### src/rtl/mips_multicycle.sv
// Multi-cycle MIPS subset core (add/sub/and/or/slt, lw/sw/beq/addi/j).
// It has one shared memory port and a 32x32 register file.
module mips_multicycle #(
    parameter int unsigned       ADDR_W   = 32,
    parameter logic [ADDR_W-1:0] RESET_PC = '0
) (
    input  logic              clk,
    input  logic              rst,
    output logic              mem_req,
    output logic              mem_we,
    output logic [ADDR_W-1:0] mem_addr,
    output logic [31:0]       mem_wdata,
    input  logic [31:0]       mem_rdata,
    input  logic              mem_ready,
    output logic [ADDR_W-1:0] pc,
    output logic              halted,
    output logic [31:0]       retired
);
    localparam logic [5:0] OP_RTYPE = 6'h00;
    localparam logic [5:0] OP_J     = 6'h02;
    localparam logic [5:0] OP_BEQ   = 6'h04;
    localparam logic [5:0] OP_ADDI  = 6'h08;
    localparam logic [5:0] OP_LW    = 6'h23;
    localparam logic [5:0] OP_SW    = 6'h2B;
    localparam logic [5:0] FN_ADD   = 6'h20;
    localparam logic [5:0] FN_SUB   = 6'h22;
    localparam logic [5:0] FN_AND   = 6'h24;
    localparam logic [5:0] FN_OR    = 6'h25;
    localparam logic [5:0] FN_SLT   = 6'h2A;

    typedef enum logic [2:0] {S_FETCH, S_DECODE, S_EXEC, S_MEM, S_WB, S_HALT} state_t;

    state_t            r_state;
    logic              r_started;
    logic [ADDR_W-1:0] r_pc;
    logic [31:0]       r_ir, r_a, r_b, r_imm, r_alu, r_mdr, r_retired;
    logic [31:0]       r_rf [32];

    logic [5:0]        w_op, w_funct;
    logic [4:0]        w_rs, w_rt, w_rd, w_waddr;
    logic [31:0]       w_imm_sext, w_alu, w_wdata, w_pc4_ext, w_jump32, w_boff;
    logic [ADDR_W-1:0] w_pc4, w_jump, w_btarget;
    logic              w_legal, w_we_rf;

    assign w_op       = r_ir[31:26];
    assign w_rs       = r_ir[25:21];
    assign w_rt       = r_ir[20:16];
    assign w_rd       = r_ir[15:11];
    assign w_funct    = r_ir[5:0];
    assign w_imm_sext = {{16{r_ir[15]}}, r_ir[15:0]};

    assign w_pc4     = r_pc + ADDR_W'(4);
    assign w_pc4_ext = 32'(w_pc4);
    assign w_jump32  = (w_pc4_ext & 32'hF000_0000) | {4'b0, r_ir[25:0], 2'b00};
    assign w_jump    = w_jump32[ADDR_W-1:0];
    assign w_boff    = {r_imm[29:0], 2'b00};
    assign w_btarget = w_pc4 + w_boff[ADDR_W-1:0];

    assign w_legal = ((w_op == OP_RTYPE) &&
                      (w_funct inside {FN_ADD, FN_SUB, FN_AND, FN_OR, FN_SLT})) ||
                     (w_op inside {OP_J, OP_BEQ, OP_ADDI, OP_LW, OP_SW});

    always_comb begin
        w_alu = r_a + r_imm;
        if (w_op == OP_RTYPE) begin
            case (w_funct)
                FN_SUB:  w_alu = r_a - r_b;
                FN_AND:  w_alu = r_a & r_b;
                FN_OR:   w_alu = r_a | r_b;
                FN_SLT:  w_alu = {31'b0, $signed(r_a) < $signed(r_b)};
                default: w_alu = r_a + r_b;
            endcase
        end
    end

    assign w_waddr = (w_op == OP_RTYPE) ? w_rd : w_rt;
    assign w_wdata = (w_op == OP_LW) ? r_mdr : r_alu;
    assign w_we_rf = (r_state == S_WB) && (w_waddr != 5'd0);

    always_ff @(posedge clk or negedge rst) begin
        if (!rst) begin
            for (int unsigned i = 0; i < 32; i++) r_rf[i] <= '0;
        end else if (w_we_rf) begin
            r_rf[w_waddr] <= w_wdata;
        end
    end

    // r_started keeps the port quiet until the first edge after reset release
    always_ff @(posedge clk or negedge rst) begin
        if (!rst) begin
            r_state   <= S_FETCH;
            r_started <= 1'b0;
            r_pc      <= RESET_PC;
            r_ir      <= '0;
            r_a       <= '0;
            r_b       <= '0;
            r_imm     <= '0;
            r_alu     <= '0;
            r_mdr     <= '0;
            r_retired <= '0;
        end else begin
            r_started <= 1'b1;
            case (r_state)
                S_FETCH: begin
                    if (r_started && mem_ready) begin
                        r_ir    <= mem_rdata;
                        r_state <= S_DECODE;
                    end
                end
                S_DECODE: begin
                    r_a   <= r_rf[w_rs];
                    r_b   <= r_rf[w_rt];
                    r_imm <= w_imm_sext;
                    if (!w_legal) begin
                        r_state <= S_HALT;
                    end else if (w_op == OP_J) begin
                        r_pc      <= w_jump;
                        r_retired <= r_retired + 32'd1;
                        r_state   <= S_FETCH;
                    end else begin
                        r_state <= S_EXEC;
                    end
                end
                S_EXEC: begin
                    r_alu <= w_alu;
                    if (w_op == OP_BEQ) begin
                        r_pc      <= (r_a == r_b) ? w_btarget : w_pc4;
                        r_retired <= r_retired + 32'd1;
                        r_state   <= S_FETCH;
                    end else if ((w_op == OP_LW) || (w_op == OP_SW)) begin
                        r_state <= (w_alu[1:0] != 2'b00) ? S_HALT : S_MEM;
                    end else begin
                        r_state <= S_WB;
                    end
                end
                S_MEM: begin
                    if (mem_ready) begin
                        if (w_op == OP_SW) begin
                            r_pc      <= w_pc4;
                            r_retired <= r_retired + 32'd1;
                            r_state   <= S_FETCH;
                        end else begin
                            r_mdr   <= mem_rdata;
                            r_state <= S_WB;
                        end
                    end
                end
                S_WB: begin
                    r_pc      <= w_pc4;
                    r_retired <= r_retired + 32'd1;
                    r_state   <= S_FETCH;
                end
                default: r_state <= S_HALT;
            endcase
        end
    end

    assign mem_req   = r_started && ((r_state == S_FETCH) || (r_state == S_MEM));
    assign mem_we    = (r_state == S_MEM) && (w_op == OP_SW);
    assign mem_addr  = (r_state == S_MEM) ? r_alu[ADDR_W-1:0] : r_pc;
    assign mem_wdata = r_b;
    assign pc        = r_pc;
    assign halted    = (r_state == S_HALT);
    assign retired   = r_retired;
endmodule

### config.mk
export PLATFORM = sky130hd
export DESIGN_NAME = mips_multicycle
export DESIGN_NICKNAME = d
export VERILOG_FILES = /design/src/rtl/mips_multicycle.sv
export SDC_FILE = /design/constraint.sdc
export NUM_CORES = 2
export LEC_CHECK = 0
export CAP_MARGIN = 20
export CELL_PAD_IN_SITES_DETAIL_PLACEMENT = 2
export CELL_PAD_IN_SITES_GLOBAL_PLACEMENT = 2
export CORE_MARGIN = 2
export CORE_UTILIZATION = 39
export DETAILED_ROUTE_END_ITERATION = 7
export HOLD_SLACK_MARGIN = 0.08
export PLACE_DENSITY = 0.87
export SETUP_SLACK_MARGIN = 0.2
export SYNTH_ARGS = -nofsm -noshare
export SYNTH_HDL_FRONTEND = slang
export SYNTH_SLANG_ARGS = --single-unit
### constraint.sdc
create_clock -name clk -period 4.3 [get_ports clk]
set_input_delay 0.86 -clock clk [delete_from_list [all_inputs] [get_ports clk]]
set_output_delay 0.86 -clock clk [all_outputs]
set_load 0.01 [all_outputs]
## Word-level counts from Yosys, hierarchy flattened

Cells that the tools add are included.

- Output and inout port bits: 131
- Register bits: 1268
- Input port bits: 35
- Word-level logic and storage cells: 138

- Add/subtract/negate cells: 6
- Bitwise logic cells: 7
- Mux-type cells: 36
- Equal/unequal tests: 22
- Magnitude comparators: 5
- Reductions and logical operators: 20

Operators by type and width:

| cell | number |
|---|---|
| 1024-bit bitwise mux | 1 |
| 32-bit two-way mux | 19 |
| 32-bit case mux with 4 select lines | 3 |
| 32-bit binary-select mux with 5-bit select | 2 |
| 32-bit demux with 5-bit select | 1 |
| 32-bit adder | 3 |
| 6-bit == test, second input constant | 7 |
| 32-bit by 1-bit adder with 32-bit output, second input constant | 1 |
| 32-bit by 3-bit adder with 32-bit output, second input constant | 1 |
| 32-bit AND | 1 |
| 32-bit == test | 1 |
| 32-bit less-than comparator | 1 |
| 32-bit by 28-bit OR with 32-bit output | 1 |
| 32-bit OR | 1 |
| 32-bit subtractor | 1 |
| 3-bit two-way mux | 7 |
| 6-bit >= comparator, second input constant | 3 |
| 5-bit inverter with 6-bit output | 3 |
| 3-bit case mux with 5 select lines | 1 |
| 5-bit nonzero test | 3 |
| 2-bit != test, second input constant | 5 |
| 3-bit by 2-bit == test with 1-bit output, second input constant | 2 |
| 3-bit == test, second input constant | 2 |
| 6-bit by 2-bit == test with 1-bit output, second input constant | 1 |
| other kinds (17) | 25 |

## Depth between registers and ports, before layout

- Depth after elaboration: 8
- Depth in mapped cells: 19
- Mapped depth without buffers: 18

## Worst setup path before layout

Ideal clock, no wire load.

- Path kind: register to register
- From: register r_pc[2], in the netlist pc[2]
- To: register r_pc[31], in the netlist pc[31]
- Path buffers: 0
- Clock period less this slack: 4186 ps
- Required time: 4176 ps
- Setup slack: 114 ps
- Stages on the path, launching flop included: 19
- Arrival time: 4062 ps
- Library setup time: 124 ps
- Cells stage by stage: dfrtp_1 > ha_1 > and3_1 > nand2_1 > nor4_1 > nand3_1 > xnor2_1 > ha_1 > a21oi_1 > o21ai_0 > a31o_1 > a21o_1 > a31o_1 > a41oi_2 > o31ai_1 > o41a_1 > or4_1 > nand4_1 > o21ai_1

- Longest elaborated chain between the ends: 5
- Elaborated cells between the ends (all ways): 10

RTL lines:

| item | RTL line | text |
|---|---|---|
| start, declared | 35 | `logic [ADDR_W-1:0] r_pc;` |
| start signal, assigned | 117 | `r_pc <= w_jump;` |
| start signal, assigned | 127 | `r_pc <= (r_a == r_b) ? w_btarget : w_pc4;` |
| start signal, assigned | 139 | `r_pc <= w_pc4;` |
| 32-bit by 3-bit adder with 32-bit output (*) | 52 | `assign w_pc4 = r_pc + ADDR_W'(4);` |
| 32-bit adder / 32-bit by 28-bit OR with 32-bit output (equally long branches) | 57, 54 |  |
| 32-bit two-way mux (on tied branches) | 127, 116 |  |
| 32-bit two-way mux (on tied branches) | 126, 114 |  |
| 32-bit case mux with 4 select lines (*) | 103 | `case (r_state)` |

Mark *: on every way between the ends. The rest lies on a longest branch, timed or not. The select of a mux whose other input is x is not followed.
A chain may end at the register's enable or synchronous reset.

## Final worst setup path

- From: register r_ir[26]
- To: register r_rf[590] (netlist name)

- Longest elaborated chain between the ends: 8
- Elaborated cells between the ends (all ways): 13

RTL lines:

| item | RTL line | text |
|---|---|---|
| start, declared | 36 | `logic [31:0] r_ir, r_a, r_b, r_imm, r_alu, r_mdr, r_retired;` |
| start signal, assigned | 106 | `r_ir <= mem_rdata;` |
| 6-bit zero test | 76 | `assign w_waddr = (w_op == OP_RTYPE) ? w_rd : w_rt;` |
| 5-bit two-way mux | 76 |  |
| 5-bit inverter with 6-bit output (not written as such) | 84 | `r_rf[w_waddr] <= w_wdata;` |
| 6-bit >= comparator (not written as such) / 6-bit by 1-bit less-than comparator with 1-bit output (equally long branches) | 84 |  |
| 1-bit logical AND (not written as such) | 84 |  |
| 32-bit two-way mux (not written as such) | 84 |  |
| 32-bit demux with 5-bit select | 84 |  |
| 1024-bit bitwise mux | 84 |  |
| end signal, assigned by index | 84 |  |
| end, declared | 37 | `logic [31:0] r_rf [32];` |

Several ways; a longest one is shown, not always the timed one.

==> impl_metrics.ini <==
[clock_tree]
insertion_delay_ps = 900
cts_buffers = 143
cts.sinks = 1266
cts_tree = built
clkTransAtPathRegs_ps = 70
htreeDepth = 4
cts_max_path_buffers = 3
cts_root_buf = clkbuf_16

[layout]
stdcell_area_um2 = 82020
fin_cells = 8928
register_area_um2 = 31720
nNetsFinal = 6639
nFillCells = 17320
syn_to_final_growth_pct = 16.73
final_common_cell = dfrtp_1
drive_above_1_share = 0.2290
multi_input_area_um2 = 36790
final_cell_mix = dfrtp_1 (1,255), nor2_1 (727), a21oi_1 (717)

[placement]
hpwlAfterDp_um = 198200
place_area_um2 = 76170
dp_slack_ps = -107.2
gp_congestion = 0.9255
port_buffers = 163
dp.cells = 8623

[timing]
worst_slew_pin_slew_ps = 1243
grt_setup_unrepaired = true
hold_viol = 0
slew_headroom = 0.1715
finClkSkew_ps = 48.50
fmax_mhz = 228.9
slew_violations = 0
fin_hold_ws_ps = 394.0
finalSetupViolCount = 6
setup_ws_ps = -68.30
finalCritPeriodShare = 1.016
min_period_ps = 4368

[yosys]
synth_top_cell_by_area = dfrtp_1
ys_types = 91
synth_top_area_share = 0.4509
synth_warnings = 0
ys_ff_latch = 1266
syn_inst = 6396
synthFlopType = dfrtp_1
synth.avg_cell_area_um2 = 10.99
synth.area.top_cells = dfrtp_1 (45%), mux4_2 (21%), a21oi_1 (5.2%)
synth_edf_count = 0
synth.cell_area_um2 = 70270
yosysSeqAreaShare = 0.4509
ys_async_sr_fraction = 1.000

[status]
failed_checks = design-rule violations, negative setup slack
status = finished, violations left

[run]
cap_violations = 0

[die]
io_pins = 166
dieArea_um2 = 183600
start_util = 0.3930
core_area_um2 = 178800
die_height_um = 428.5
rows = 155
die_w_um = 428.5

[worst_setup_path]
reg2reg_depth = 9
required_ps = 4990
cp.arrival_ps = 5060
criticalPathCategory = register to register
crit_fanout = 23
cp_cell_sequence = or3_1 -> nor2_1 -> nand2_1 -> buf_4 -> nor3b_1 -> o21ba_2 -> nand2_4 -> buf_12 -> o21ai_0
max_stage_delay_ps = 700
crit_path_end_kind = register
timing.rr.start = r_ir[26]
critPathSlowestCell = o21ai_0
crit_start = r_ir[26]
timing.rr.end = r_rf[590]
critPathLaunchType = register
rrSetupSlack_ps = -70
setup.worst_path.end = r_rf[590]

[global_routing]
grt_overflow = 0
antenna_found_initial = 37
grt_pass1_wl_um = 524300
grt_usage = 0.3879
grt_max_degree = 114
grt_pass1_vias = 71200

[pwr]
peakVddDrop_uv = 464.3
p_per_area_nw_per_um2 = 320.6
design_power_total_mw = 26.30
leakagePower_nw = 34.21

[detailed_routing]
wl_per_cell_um = 42.89
postRouteAntennaNets = 0
routed_via_density = 7.471
routed_wl_um = 382900
drc = 3
drtPass1Iterations = 8
drt_iter0_markers = 10090
route.vias.total = 66700

[worst_hold_path]
hp-class = register to register
[cell usage after synthesis, types with 30 or more instances]
master    number
nand3_1       47
buf_2         30
xnor2_1       75
inv_1        135
xor2_1        36
mux2i_1      125
mux4_2       640
nor2_1       752
nor3_1        34
clkbuf_1     472
o21ai_0      575
ha_1         158
nand2_1      633
dfrtp_1     1266
a21o_1        35
a21oi_1      726
buf_1         78
mux2_2       111
[what timing repair did]
item / 4_1_cts / 5_1_grt
setup buffers: 15 / 12
hold buffers: 1 / 0
pin swaps: 36 / 34
gates resized for setup: 60 / 53
endpoints found under the setup margin: 9 / 61
cloned: 0 / 0
endpoints found under the hold margin: 31 / 0
[logic make-up (layout without fill, tap and decap cells)]
family | count (synthesis) | in the layout | synth area share
XOR/XNOR | 111 | 111 | 0.01384
adder cells (fa/ha/maj) | 162 | 162 | 0.02927
buffers and inverters | 720 | 877 | 0.03921
other | 2 | 22 | 0.0001069
flip-flops | 1266 | 1266 | 0.4509
AO/OA/AOI/OAI | 1629 | 1629 | 0.1302
AND/OR/NAND/NOR | 1630 | 1630 | 0.09582
multiplexers | 876 | 876 | 0.2407
[final cells by class]
| cell class | count | share of cell area |
|---|---|---|
| Antenna cell | 19 | 0.0005797 |
| Multi-Input combinational cell | 4411 | 0.4485 |
| Timing Repair Buffer | 484 | 0.06099 |
| Sequential cell | 1266 | 0.3867 |
| Clock buffer | 203 | 0.05165 |
| Tap cell | 2355 | 0.03592 |
| Inverter | 136 | 0.006224 |
| Clock inverter | 54 | 0.009366 |
[through the flow]
step | TNS [ps] | utilization
after detailed placement | -175.6 | 0.4260
after global placement | 0 | 0.4260
after global routing | -851.4 | 0.4584
after CTS | 0 | 0.4564
final | -193.3 | 0.4587
after floorplan | 0 | -
[metal layers]
metal,up-vias,share of wire,GRT usage
met5,-,0.00087,0.001041
met4,40,0.10,0.3023
met3,2704,0.12,0.1145
met2,6345,0.45,0.6088
met1,34200,0.33,0.4458
li1,23420,-,-
[where the power goes]
group | switching, mW | total [mW] | leakage (nW) | internal [mW]
registers | 0.000607 | 11.9 | 17.5 | 11.9
clock network | 6.22 | 14.0 | 2.47 | 7.82
logic | 0.299 | 0.358 | 14.2 | 0.0581
total | 6.52 | 26.3 | 34.2 | 19.8
[worst max-delay path, delay by kind of cell, from the launching register on]
kind                   cells  cell delay (ps)
flip-flops                 1              410
AO/OA/AOI/OAI              2             1100
AND/OR/NAND/NOR            5             1970
buffers and inverters      2              690
[registers in the layout, indices dropped and copies added (netlist names)]
name       count
r_state        3
r_a           32
r_started      1
mem_wdata     32
r_ir          32
r_imm         16
retired       32
pc            30
r_alu         32
r_rf        1024
r_mdr         32
[worst min path at each step]
stage | from | end | slack [ps] | cells after the start
after global placement | r_rf[1003] | r_rf[1003] | 380 | 0
after detailed placement | r_rf[1009] | r_rf[1009] | 380 | 0
after global routing | r_rf[994] | r_rf[994] | 410 | 0
after CTS | r_rf[998] | r_rf[998] | 400 | 0
final | r_rf[998] | r_rf[998] | 390 | 0
after floorplan | r_rf[1000] | r_rf[1000] | 440 | 1
(Power assumes the default switching activity.)
